--- config.mk ---
export PLATFORM = sky130hd
export DESIGN_NAME = uart_tx_flat
export DESIGN_NICKNAME = d
export VERILOG_FILES = /design/src/rtl/uart_tx_if.sv /design/src/rtl/uart_tx.sv /design/src/flat_wrapper.sv
export SDC_FILE = /design/constraint.sdc
export NUM_CORES = 1
export LEC_CHECK = 0
export CORE_MARGIN = 2
export CORE_UTILIZATION = 60
export DETAILED_ROUTE_END_ITERATION = 8
export PLACE_DENSITY_LB_ADDON = 0.05
export SYNTH_ARGS = -nofsm -noshare
export SYNTH_HDL_FRONTEND = slang
export SYNTH_SLANG_ARGS = --single-unit
--- constraint.sdc ---
create_clock -name clk -period 3.2 [get_ports clk]
set_clock_uncertainty 0.15 [all_clocks]
set_input_delay 0.8 -clock clk [delete_from_list [all_inputs] [get_ports clk]]
set_output_delay 0.8 -clock clk [all_outputs]
set_load 0.01 [all_outputs]
--- src/rtl/uart_tx_if.sv ---
// Byte handshake between a producer and the UART transmitter FIFO.
// The master drives data/valid; the slave returns ready.
interface uart_tx_if;
    logic [7:0] tx_data;
    logic       tx_valid;
    logic       tx_ready;

    modport master (output tx_data, output tx_valid, input tx_ready);
    modport slave  (input tx_data, input tx_valid, output tx_ready);
endinterface

--- src/rtl/uart_tx.sv ---
// 8N1 UART transmitter fed by a small byte FIFO over a valid/ready handshake.
// Frames are sent back to back while the FIFO holds data.
module uart_tx #(
    parameter int unsigned CLK_FREQ   = 50000000,
    parameter int unsigned BAUD       = 9600,
    parameter int unsigned FIFO_DEPTH = 4
) (
    input  logic       clk,
    input  logic       rst,
    uart_tx_if.slave   bus,
    output logic       tx,
    output logic       tx_busy
);
    localparam int unsigned CLKS_PER_BIT = CLK_FREQ / BAUD;
    localparam int unsigned BAUD_W       = $clog2(CLKS_PER_BIT);
    localparam int unsigned PTR_W        = $clog2(FIFO_DEPTH);
    localparam int unsigned CNT_W        = PTR_W + 1;

    typedef enum logic [1:0] {IDLE, START, DATA, STOP} state_t;

    state_t             state, state_d;
    logic [BAUD_W-1:0]  baud_q, baud_d;
    logic [2:0]         idx_q, idx_d;
    logic [7:0]         shreg_q, shreg_d;
    logic               tx_d, busy_d;

    logic [7:0]         mem [FIFO_DEPTH];
    logic [PTR_W-1:0]   wptr_q, rptr_q;
    logic [CNT_W-1:0]   count_q, count_d;
    logic               push, pop, empty, ready, bit_end;

    // FIFO status; ready is deliberately combinational so it drops during reset
    assign ready        = (count_q != CNT_W'(FIFO_DEPTH)) & rst;
    assign bus.tx_ready = ready;
    assign push         = bus.tx_valid & ready;
    assign empty        = (count_q == '0);
    assign bit_end      = (baud_q == BAUD_W'(CLKS_PER_BIT - 1));
    assign count_d      = count_q + CNT_W'(push) - CNT_W'(pop);

    // FIFO storage needs no reset: only entries below count are ever read
    always_ff @(posedge clk) begin
        if (push) mem[wptr_q] <= bus.tx_data;
    end

    // State and datapath registers
    always_ff @(posedge clk) begin
        if (!rst) begin
            state   <= IDLE;
            baud_q  <= '0;
            idx_q   <= '0;
            shreg_q <= '0;
            tx      <= 1'b1;
            tx_busy <= 1'b0;
            wptr_q  <= '0;
            rptr_q  <= '0;
            count_q <= '0;
        end else begin
            state   <= state_d;
            baud_q  <= baud_d;
            idx_q   <= idx_d;
            shreg_q <= shreg_d;
            tx      <= tx_d;
            tx_busy <= busy_d;
            count_q <= count_d;
            if (push) wptr_q <= wptr_q + PTR_W'(1);
            if (pop)  rptr_q <= rptr_q + PTR_W'(1);
        end
    end

    // Next-state logic
    always_comb begin
        state_d = state;
        case (state)
            IDLE:  if (!empty)                          state_d = START;
            START: if (bit_end)                         state_d = DATA;
            DATA:  if (bit_end && idx_q == 3'd7)        state_d = STOP;
            STOP:  if (bit_end)                         state_d = empty ? IDLE : START;
            default:                                    state_d = IDLE;
        endcase
    end

    // Output and datapath logic; tx_d is the line value for the next cycle
    always_comb begin
        tx_d    = tx;
        baud_d  = bit_end ? '0 : baud_q + BAUD_W'(1);
        idx_d   = idx_q;
        shreg_d = shreg_q;
        pop     = 1'b0;
        case (state)
            IDLE: begin
                tx_d   = 1'b1;
                baud_d = '0;
                if (!empty) begin
                    pop     = 1'b1;
                    shreg_d = mem[rptr_q];
                    tx_d    = 1'b0;
                end
            end
            START: begin
                if (bit_end) begin
                    tx_d  = shreg_q[0];
                    idx_d = '0;
                end
            end
            DATA: begin
                if (bit_end) begin
                    if (idx_q == 3'd7) begin
                        tx_d = 1'b1;
                    end else begin
                        shreg_d = shreg_q >> 1;
                        tx_d    = shreg_q[1];
                        idx_d   = idx_q + 3'd1;
                    end
                end
            end
            STOP: begin
                if (bit_end && !empty) begin
                    pop     = 1'b1;
                    shreg_d = mem[rptr_q];
                    tx_d    = 1'b0;
                end
            end
            default: tx_d = 1'b1;
        endcase
        busy_d = (state_d != IDLE) || (count_d != '0);
    end
endmodule

--- src/flat_wrapper.sv ---
// flat-port wrapper written by rule: the top's interface ports become plain ports
module uart_tx_flat 
#(
    parameter int unsigned CLK_FREQ   = 50000000,
    parameter int unsigned BAUD       = 9600,
    parameter int unsigned FIFO_DEPTH = 4
)
  (clk, rst, tx, tx_busy, bus_tx_data, bus_tx_valid, bus_tx_ready);
  uart_tx_if bus_i ();
  input  logic clk;
  input  logic rst;
  output logic tx;
  output logic tx_busy;
  input wire logic [$bits(bus_i.tx_data)-1:0] bus_tx_data;
  input wire logic [$bits(bus_i.tx_valid)-1:0] bus_tx_valid;
  output wire logic [$bits(bus_i.tx_ready)-1:0] bus_tx_ready;
  assign bus_i.tx_data = bus_tx_data;
  assign bus_i.tx_valid = bus_tx_valid;
  assign bus_tx_ready = bus_i.tx_ready;
  uart_tx #(.CLK_FREQ(CLK_FREQ), .BAUD(BAUD), .FIFO_DEPTH(FIFO_DEPTH)) u_core (.clk(clk), .rst(rst), .bus(bus_i), .tx(tx), .tx_busy(tx_busy));
endmodule
==> results.json <==
{
  "status": "complete, no violations",
  "ys_types": 50,
  "crit_required_ns": 2.25,
  "dieArea_sq_mm": 0.00582,
  "synth_common_cells": "dfxtp_1, edfxtp_1, nand2_1",
  "holdPathStages": 2,
  "grtUsageTotal_pct": 20.8,
  "die_height_microns": 76.3,
  "ys.flop_type": "dfxtp_1",
  "root_buffer": "clkbuf_8",
  "startpoint": "rst",
  "yosysSeqAreaShare_pct": 54.2,
  "wl_mm": 5.35,
  "insertion_delay_ns": 0.34,
  "fin_tns_setup_ns": 0,
  "worstSetupPathType": "input port to output port",
  "cts_max_level": 3,
  "total_power_mw": 2.64,
  "die_w_microns": 76.3,
  "cts_buffer_depth": 2,
  "area_delta_synth_final_pct": 14.1,
  "grt_setup_unrepaired": "false",
  "fmax_mhz": 331,
  "power.leakage_nw": 1.26,
  "irDropWorstVdd_mv": 0.423,
  "relSlewSlack_pct": 55.3,
  "drt_iter0_drc": 147,
  "startpoint_type": "input port",
  "cts_sinks": 69,
  "hold_slack_ns": 0.313,
  "yosysMostFrequentCell": "dfxtp_1",
  "cts.clk_slew.worst_paths_ns": 0.07,
  "io_pins": 14,
  "grt-ovfl-total": 0,
  "final_nets": 316,
  "finalSetupViolCount": 0,
  "wl_per_cell_microns": 14.6,
  "ys_ff_latch": 69,
  "syn_nets": 294,
  "hp-class": "register to register",
  "grt_pass1_wl_mm": 9.41,
  "p_per_area_mw_per_mm2": 737,
  "layout.filler_cells": 364,
  "utilization_pct": 70.5,
  "grt_max_degree": 19,
  "worstPathArrival_ns": 2.07,
  "r2r_cells": 12,
  "finalWeightedCongestion": 0.774,
  "synth_top_cell_area_share_pct": 30.6,
  "synth_area_sq_mm": 0.00314,
  "min_from": "u_core.idx_q[1]",
  "cap_violations": 0,
  "hpwl_mm": 3.72,
  "worstSetupEndpointType": "output port",
  "antenna_found_initial": 0,
  "synth_warnings": 0,
  "regToRegStartpoint": "u_core.baud_q[0]",
  "hold_viol": 0,
  "core_area_sq_mm": 0.00507,
  "cts_tree": "yes",
  "start_util_pct": 61.8,
  "port_buffers": 13,
  "path_max_fanout": 3,
  "synth-edff-count": 32,
  "drive_gt1_share_pct": 16.3,
  "num_rows": 26,
  "cts_hold_repair.buffers": 0,
  "synth_largest_area_cell": "edfxtp_1",
  "cts_made_buffers": 9,
  "async_reset_ff_share_pct": 0,
  "min_period_ns": 3.02,
  "drt_pass1_iterations": 4,
  "worst_pin_slew_ns": 0.671,
  "avgSynthCellArea_sq_um": 11.7,
  "maxSlewViolCount": 0,
  "vias": 2052,
  "avgViaCountPerCell": 5.62,
  "grt_pass1_vias": 2078,
  "post-route-period-util_pct": 94.4,
  "synth_area_leaders": "edfxtp_1, dfxtp_1, mux4_2, ha_1, nand2_1",
  "drc": 0,
  "ant_nets": 0,
  "antenna_cells": 0,
  "syn_inst": 268
}
worst paths after layout:
path / slack, ns / to
max: 0.18 / bus_tx_ready
min: 0.31 / u_core.idx_q[1]
max reg2reg: 0.24 / u_core.tx_busy
min reg2reg: 0.31 / u_core.idx_q[1]
through the flow:
step / setup WS [ns] / std cells / instance area, sq um
finish: 0.179 / 365 / 3580
global route: 0.0442 / 365 / 3580
CTS: 0.171 / 365 / 3570
detailed placement: 0.144 / 349 / 3380
global placement: 0.206 / 349 / 3380
floorplan: 0.276 / 268 / 3140
critical path, stage by stage:
cell and delay, ns:
clkdlybuf4s50_1 0.48, clkinv_1 0.10, a21oi_1 0.14, clkdlybuf4s50_1 0.55
routing by layer:
metal / wire length [microns] / up-vias / GRT usage (%)
li1: - / 1034 / -
met1: 2430 / 971 / 25.5
met2: 2610 / 35 / 33.2
met3: 197 / 12 / 7.70
met4: 108 / 0 / 8.73
met5: 0 / - / 0
kinds of logic after synthesis:
kind of cell,synth area share [%]
buffers and inverters,3.47
flip-flops,54.2
AND/OR/NAND/NOR,15.8
multiplexers,6.70
AO/OA/AOI/OAI,10.2
XOR/XNOR,3.35
adder cells (fa/ha/maj),6.22
cell type report:
class | count | area, sq um | area share [%]
Timing Repair Buffer | 23 | 205 | 5.73
Tap cell | 70 | 87.6 | 2.45
Clock buffer | 10 | 128 | 3.57
Sequential cell | 69 | 1700 | 47.5
Multi-Input combinational cell | 172 | 1330 | 37.2
Clock inverter | 6 | 68.8 | 1.92
Inverter | 15 | 56.3 | 1.57
registers in the layout, summed over array words and instances, names as in the netlist, named ones only:
name and flops:
u_core.tx_busy 1, u_core.count_q 3, u_core.tx 1, u_core.idx_q 3, u_core.baud_q 13, u_core.mem 32, u_core.rptr_q 2, u_core.shreg_q 8
u_core.state 2, u_core.wptr_q 2
power by group:
| group | total [mW] | internal (mW) | leakage (nW) | switching [mW] |
|---|---|---|---|---|
| Sequential | 1.16 | 1.05 | 0.593 | 0.103 |
| Clock | 0.696 | 0.364 | 0.0934 | 0.332 |
| Combinational | 0.785 | 0.414 | 0.577 | 0.371 |
| Total | 2.64 | 1.83 | 1.26 | 0.806 |
placed cells by master (no fill, tap or decap), types with 2 or more instances in the layout:
| cell | instances |
|---|---|
| nor2b_1 | 3 |
| ha_1 | 14 |
| clkdlybuf4s50_1 | 13 |
| inv_6 | 2 |
| o31ai_1 | 3 |
| buf_4 | 10 |
| edfxtp_1 | 32 |
| a41oi_1 | 2 |
| a21oi_1 | 7 |
| nor2_1 | 20 |
| nand3_1 | 12 |
| dfxtp_1 | 37 |
| o221a_2 | 7 |
| nor4_1 | 2 |
| o21ai_0 | 6 |
| nand2_1 | 28 |
| mux4_2 | 8 |
| xnor2_1 | 9 |
| clkbuf_8 | 9 |
| mux2i_1 | 3 |
| nand4_1 | 7 |
| inv_1 | 13 |
| xor2_1 | 3 |
| clkinv_1 | 2 |
| or3_1 | 3 |
| nor3_1 | 3 |
| and2_1 | 8 |
timing repair:
action,4_1_cts,5_1_grt
endpoints found under the hold margin,0,0
setup endpoints to repair,0,1
gates resized for setup,0,1
setup buffers,0,0
Note: power is estimated with default switching activity, not from simulation.
